File: config.mk
export PLATFORM = sky130hd
export DESIGN_NAME = pipelined_multi_adder
export DESIGN_NICKNAME = d
export VERILOG_FILES = /design/src/rtl/multi_adder_pkg.sv /design/src/rtl/adder_tree_stage.sv /design/src/rtl/pipelined_multi_adder.sv
export SDC_FILE = /design/constraint.sdc
export NUM_CORES = 1
export LEC_CHECK = 0
export ABC_AREA = 1
export BUFFER_PORTS_ARGS = -buffer_cell sky130_fd_sc_hd__buf_2
export CORE_ASPECT_RATIO = 1.5
export CORE_MARGIN = 3
export CORE_UTILIZATION = 60
export CTS_CLUSTER_DIAMETER = 100
export CTS_CLUSTER_SIZE = 28
export DETAILED_ROUTE_END_ITERATION = 7
export MAX_ROUTING_LAYER = met4
export PLACE_DENSITY = 0.84
export SLEW_MARGIN = 0
export SYNTH_ARGS = -nofsm -noshare
export SYNTH_HDL_FRONTEND = slang
export SYNTH_SLANG_ARGS = --single-unit
File: constraint.sdc
create_clock -name clk -period 5.1 [get_ports clk]
set_clock_uncertainty 0.1 [all_clocks]
set_input_delay 0 -clock clk [delete_from_list [all_inputs] [get_ports clk]]
set_output_delay 0 -clock clk [all_outputs]
set_load 0.02 [all_outputs]
File: src/rtl/multi_adder_pkg.sv
// Shared width helpers and the stage-valid type for the pipelined multi-operand adder.
// Optional two's-complement mode is selected with the MULTI_ADDER_SIGNED_EN macro in the top.
package multi_adder_pkg;

    typedef logic stage_valid_t;

    function automatic int sum_width(input int n, input int ops);
        return n + $clog2(ops);
    endfunction

    // Operand count rounded up to a power of two; missing leaves are zero.
    function automatic int pad_ops(input int ops);
        return 1 << $clog2(ops);
    endfunction

endpackage

File: src/rtl/adder_tree_stage.sv
// One registered adder-tree level: IN_CNT operands in, IN_CNT/2 pairwise sums out,
// with a valid bit and local advance logic for a valid/ready chain.
module adder_tree_stage
    import multi_adder_pkg::*;
#(
    parameter int IN_CNT = 2,
    parameter int W      = 8
) (
    input  logic                      clk,
    input  logic                      rst_n,
    input  logic [IN_CNT*W-1:0]       data_i,
    input  stage_valid_t              valid_i,
    input  logic                      ready_i,
    output logic [(IN_CNT/2)*W-1:0]   data_o,
    output stage_valid_t              valid_o,
    output logic                      ready_o
);

    localparam int OUT_CNT = IN_CNT / 2;

    logic [OUT_CNT*W-1:0] pair_sum;
    logic [OUT_CNT*W-1:0] data_q;
    logic [OUT_CNT*W-1:0] data_d;
    stage_valid_t         valid_q;
    stage_valid_t         valid_d;
    logic                 load;

    // A stage may load when empty or when its current contents leave this cycle.
    assign ready_o = !valid_q || ready_i;
    assign load    = valid_i && ready_o;

    always_comb begin
        pair_sum = '0;
        for (int j = 0; j < OUT_CNT; j++) begin
            pair_sum[j*W +: W] = data_i[2*j*W +: W] + data_i[(2*j+1)*W +: W];
        end
    end

    always_comb begin
        data_d  = load ? pair_sum : data_q;
        valid_d = load ? 1'b1 : (ready_i ? 1'b0 : valid_q);
    end

    always_ff @(posedge clk or negedge rst_n) begin
        if (!rst_n) begin
            data_q  <= '0;
            valid_q <= 1'b0;
        end else begin
            data_q  <= data_d;
            valid_q <= valid_d;
        end
    end

    assign data_o  = data_q;
    assign valid_o = valid_q;

endmodule

File: src/rtl/pipelined_multi_adder.sv
// Pipelined NUM_OPS-operand adder: one registered tree level per stage, valid/ready on both sides.
// Define MULTI_ADDER_SIGNED_EN for two's-complement operands (sign extension at level 0).
module pipelined_multi_adder
    import multi_adder_pkg::*;
#(
    parameter  int N       = 8,
    parameter  int NUM_OPS = 8,
    localparam int LEVELS  = $clog2(NUM_OPS),
    localparam int SUM_W   = sum_width(N, NUM_OPS),
    localparam int PAD     = pad_ops(NUM_OPS)
) (
    input  logic             clk,
    input  logic             rst_n,
    input  logic [N-1:0]     in [NUM_OPS],
    input  logic             in_valid,
    output logic             in_ready,
    output logic [SUM_W-1:0] sum,
    output logic             out_valid,
    input  logic             out_ready
);

    logic [PAD*SUM_W-1:0] lvl0;
    logic [LEVELS-1:0]    stg_valid;
    logic [LEVELS:0]      stg_ready;

    for (genvar i = 0; i < PAD; i++) begin : g_op
        if (i < NUM_OPS) begin : g_real
`ifdef MULTI_ADDER_SIGNED_EN
            assign lvl0[i*SUM_W +: SUM_W] = {{(SUM_W-N){in[i][N-1]}}, in[i]};
`else
            assign lvl0[i*SUM_W +: SUM_W] = {{(SUM_W-N){1'b0}}, in[i]};
`endif
        end else begin : g_pad
            assign lvl0[i*SUM_W +: SUM_W] = '0;
        end
    end

    assign stg_ready[LEVELS] = out_ready;

    for (genvar k = 0; k < LEVELS; k++) begin : g_lvl
        logic [(PAD>>k)*SUM_W-1:0]     din;
        logic [(PAD>>(k+1))*SUM_W-1:0] dout;
        logic                          vin;

        if (k == 0) begin : g_first
            assign din = lvl0;
            assign vin = in_valid;
        end else begin : g_next
            assign din = g_lvl[k-1].dout;
            assign vin = stg_valid[k-1];
        end

        adder_tree_stage #(
            .IN_CNT (PAD >> k),
            .W      (SUM_W)
        ) u_stage (
            .clk     (clk),
            .rst_n   (rst_n),
            .data_i  (din),
            .valid_i (vin),
            .ready_i (stg_ready[k+1]),
            .data_o  (dout),
            .valid_o (stg_valid[k]),
            .ready_o (stg_ready[k])
        );
    end

    // in_ready depends only on stage valids and out_ready, never on in_valid.
    assign in_ready  = stg_ready[0];
    assign sum       = g_lvl[LEVELS-1].dout;
    assign out_valid = stg_valid[LEVELS-1];

endmodule

==> results.json <==
{
  "yosys.cell_types.count": 31,
  "gp_congestion": 0.933,
  "num_rows": 41,
  "report.power.total_uw": 2970,
  "clkSinkCount": 70,
  "rr_worst_depth": 9,
  "antenna_found_initial": 0,
  "clk_latency_ns": 0.33,
  "grt_max_degree": 71,
  "drv_cap": 0,
  "synth-main-ff-cell": "dfrtp_1",
  "place_hpwl_mm": 8.96,
  "finalNonFillerCells": 888,
  "final_common_cell": "nand2_1",
  "cts_root_buffer": "clkbuf_16",
  "status": "completed",
  "timing.setup.tns_ns": 0,
  "r2r-start": "g_lvl[0].u_stage.data_o[22]$_DFFE_PN0P_",
  "ys_top_cells_by_area": "dfrtp_1 33%, nand2_1 17%, ha_1 14%",
  "wl_per_cell_um": 13.1,
  "via_per_inst": 5.44,
  "grt_pass1_wl_mm": 19.9,
  "fin_crit_sh_pct": 37.1,
  "dieWidth_um": 82.2,
  "r2r-end": "g_lvl[1].u_stage.data_o[19]$_DFFE_PN0P_",
  "drtIter0Drc": 273,
  "rsz0062_at_grt": "false",
  "dp_slack_ns": 3.26,
  "netlist_instances": 676,
  "end_kind": "register",
  "leakage_uw": 0.00329,
  "setup_viol": 0,
  "ys_warn_count": 0,
  "worstHoldPathType": "in -> reg",
  "die_area_um2": 9900,
  "drt-total-wl_mm": 11.6,
  "dr_total_vias": 4829,
  "drc": 0,
  "portBuffers": 80,
  "layout_min_cycle_time_ns": 1.89,
  "start_util_pct": 61.8,
  "cts_resized": 0,
  "h-tree-depth": 3,
  "min_to": "g_lvl[0].u_stage.valid_o$_DFFE_PN0P_",
  "max_freq_mhz": 529,
  "synth_area_per_cell_um2": 7.74,
  "cp.required_ns": 5.22,
  "synth_nets": 811,
  "slew_headroom_pct": 42.1,
  "finalHoldViolations": 0,
  "cts_buffers": 9,
  "final_layout_size_suffix_gt1_share_pct": 15.7,
  "p_per_area_nw_per_um2": 479,
  "slew_violations": 0,
  "synthesis.area_um2": 5230,
  "tightestPinTransition_ns": 0.868,
  "tritoncts": "built",
  "ios": 81,
  "ant_nets": 0,
  "path_class": "in -> reg",
  "synth_async_sr_flop_share_pct": 100,
  "nets": 911,
  "whs_path_depth": 3,
  "yosysTopAreaCell": "dfrtp_1",
  "die_height_um": 120,
  "core_area_um2": 8460,
  "overflow": 0,
  "dp.cells": 853,
  "utilization_pct": 73.2,
  "syn_to_final_growth_pct": 18.4,
  "clk_pin_slew_ns": 0.05,
  "fin_ws_ns": 3.21,
  "track_usage_pct": 26.2,
  "ys_ff_latch": 70,
  "hp-start": "in_valid",
  "ir_worst_vdd_mv": 0.310,
  "crit_arrival_ns": 2.01,
  "clock_path_buffers": 2,
  "antenna-diode-count": 0,
  "crit_path_start_kind": "input pin",
  "ys_seq_area_share_pct": 33.5,
  "drt_pass1_iterations": 4,
  "cp_max_fo": 2,
  "grt_pass1_vias": 4811,
  "final_cell_mix": "240 x nand2_1, 80 x buf_2, 70 x dfrtp_1",
  "synth-edff-count": 0,
  "yosysTopAreaCellShare_pct": 33.5,
  "reg2reg_slack_ns": 3.26
}
[per-stage QoR]
step | instance area [um^2] | hold WS [ns]
6_report | 6190 | 0.00922
3_5_place_dp | 5680 | 0.149
3_3_place_gp | 5680 | 0.145
2_1_floorplan | 5230 | -0.396
5_1_grt | 6190 | 0.0472
4_1_cts | 6190 | 0.00228
[per-layer routing]
metal	vias up	routed length [um]	share of wire, %	GRT usage (%)
li1	2434	-	-	-
met3	36	485	4.2	3.50
met4	0	351	3.0	12.3
met1	2224	4550	39	27.9
met2	135	6200	54	46.6
met5	-	0	0	-
[flip-flops by register name, summed over array words and instances (netlist names)]
| name | count |
|---|---|
| g_lvl.u_stage.data_o | 67 |
| g_lvl.u_stage.valid_o | 3 |
[worst max path at each step]
stage | from | to | cells after the start
2_1_floorplan | g_lvl[1].u_stage.data_o[0]$_DFFE_PN0P_ | g_lvl[2].u_stage.data_o[6]$_DFFE_PN0P_ | 9
3_3_place_gp | g_lvl[1].u_stage.data_o[0]$_DFFE_PN0P_ | g_lvl[2].u_stage.data_o[8]$_DFFE_PN0P_ | 9
3_5_place_dp | g_lvl[1].u_stage.data_o[11]$_DFFE_PN0P_ | g_lvl[2].u_stage.data_o[6]$_DFFE_PN0P_ | 9
4_1_cts | in[56] | g_lvl[0].u_stage.data_o[1]$_DFFE_PN0P_ | 7
5_1_grt | out_ready | g_lvl[1].u_stage.data_o[9]$_DFFE_PN0P_ | 10
6_report | in[24] | g_lvl[0].u_stage.data_o[23]$_DFFE_PN0P_ | 7
[synth_stat cells, types with 2 or more instances]
cell type and count:
a21oi_1 34, nand3_1 46, inv_2 2, xnor2_1 18, nor2_1 37, o21ai_2 7
o21a_1 5, nand3_2 11, o21ai_0 31, or2_1 3, nand3b_1 9, nand2_1 240
dfrtp_1 70, buf_2 3, fa_1 7, ha_1 60, o21bai_1 6, xor2_1 3
nand4_1 11, nand2_2 2, buf_4 4, inv_1 52, buf_6 3, o21ai_1 2
a31oi_1 4
[area by class of cell]
class	count	area [um^2]
clock buffer	10	239
inverter	55	211
multi-input combinational	540	3170
fill	649	2270
timing repair buffer	100	598
tap	107	134
sequential	70	1750
clock inverter	6	85.1
[power by group]
group | leakage [uW] | internal (uW) | switching (uW) | total (uW)
Clock | 0.000154 | 439 | 231 | 669
Combinational | 0.00228 | 552 | 875 | 1430
Sequential | 0.000848 | 750 | 122 | 871
Total | 0.00329 | 1740 | 1230 | 2970
[logic make-up after synthesis]
family | synth area share [%]
compound gates | 9.64
xor+xnor | 3.52
fa+ha+maj | 17.0
buf+inv | 5.84
flops | 33.5
simple gates | 30.5
[critical path, cell delays in order]
cell and delay [ns]:
dlygate4sd3_1 0.56, buf_2 0.14, ha_1 0.20, fa_1 0.42
dlygate4sd3_1 0.56, nand2_1 0.08, o21ai_2 0.05
[timing repair]
action / in CTS / in global routing
buffers inserted: 0 / 0
endpoints found under the hold margin: 83 / 0
hold buffers: 19 / 0
Note: power is estimated with default switching activity, not from simulation.
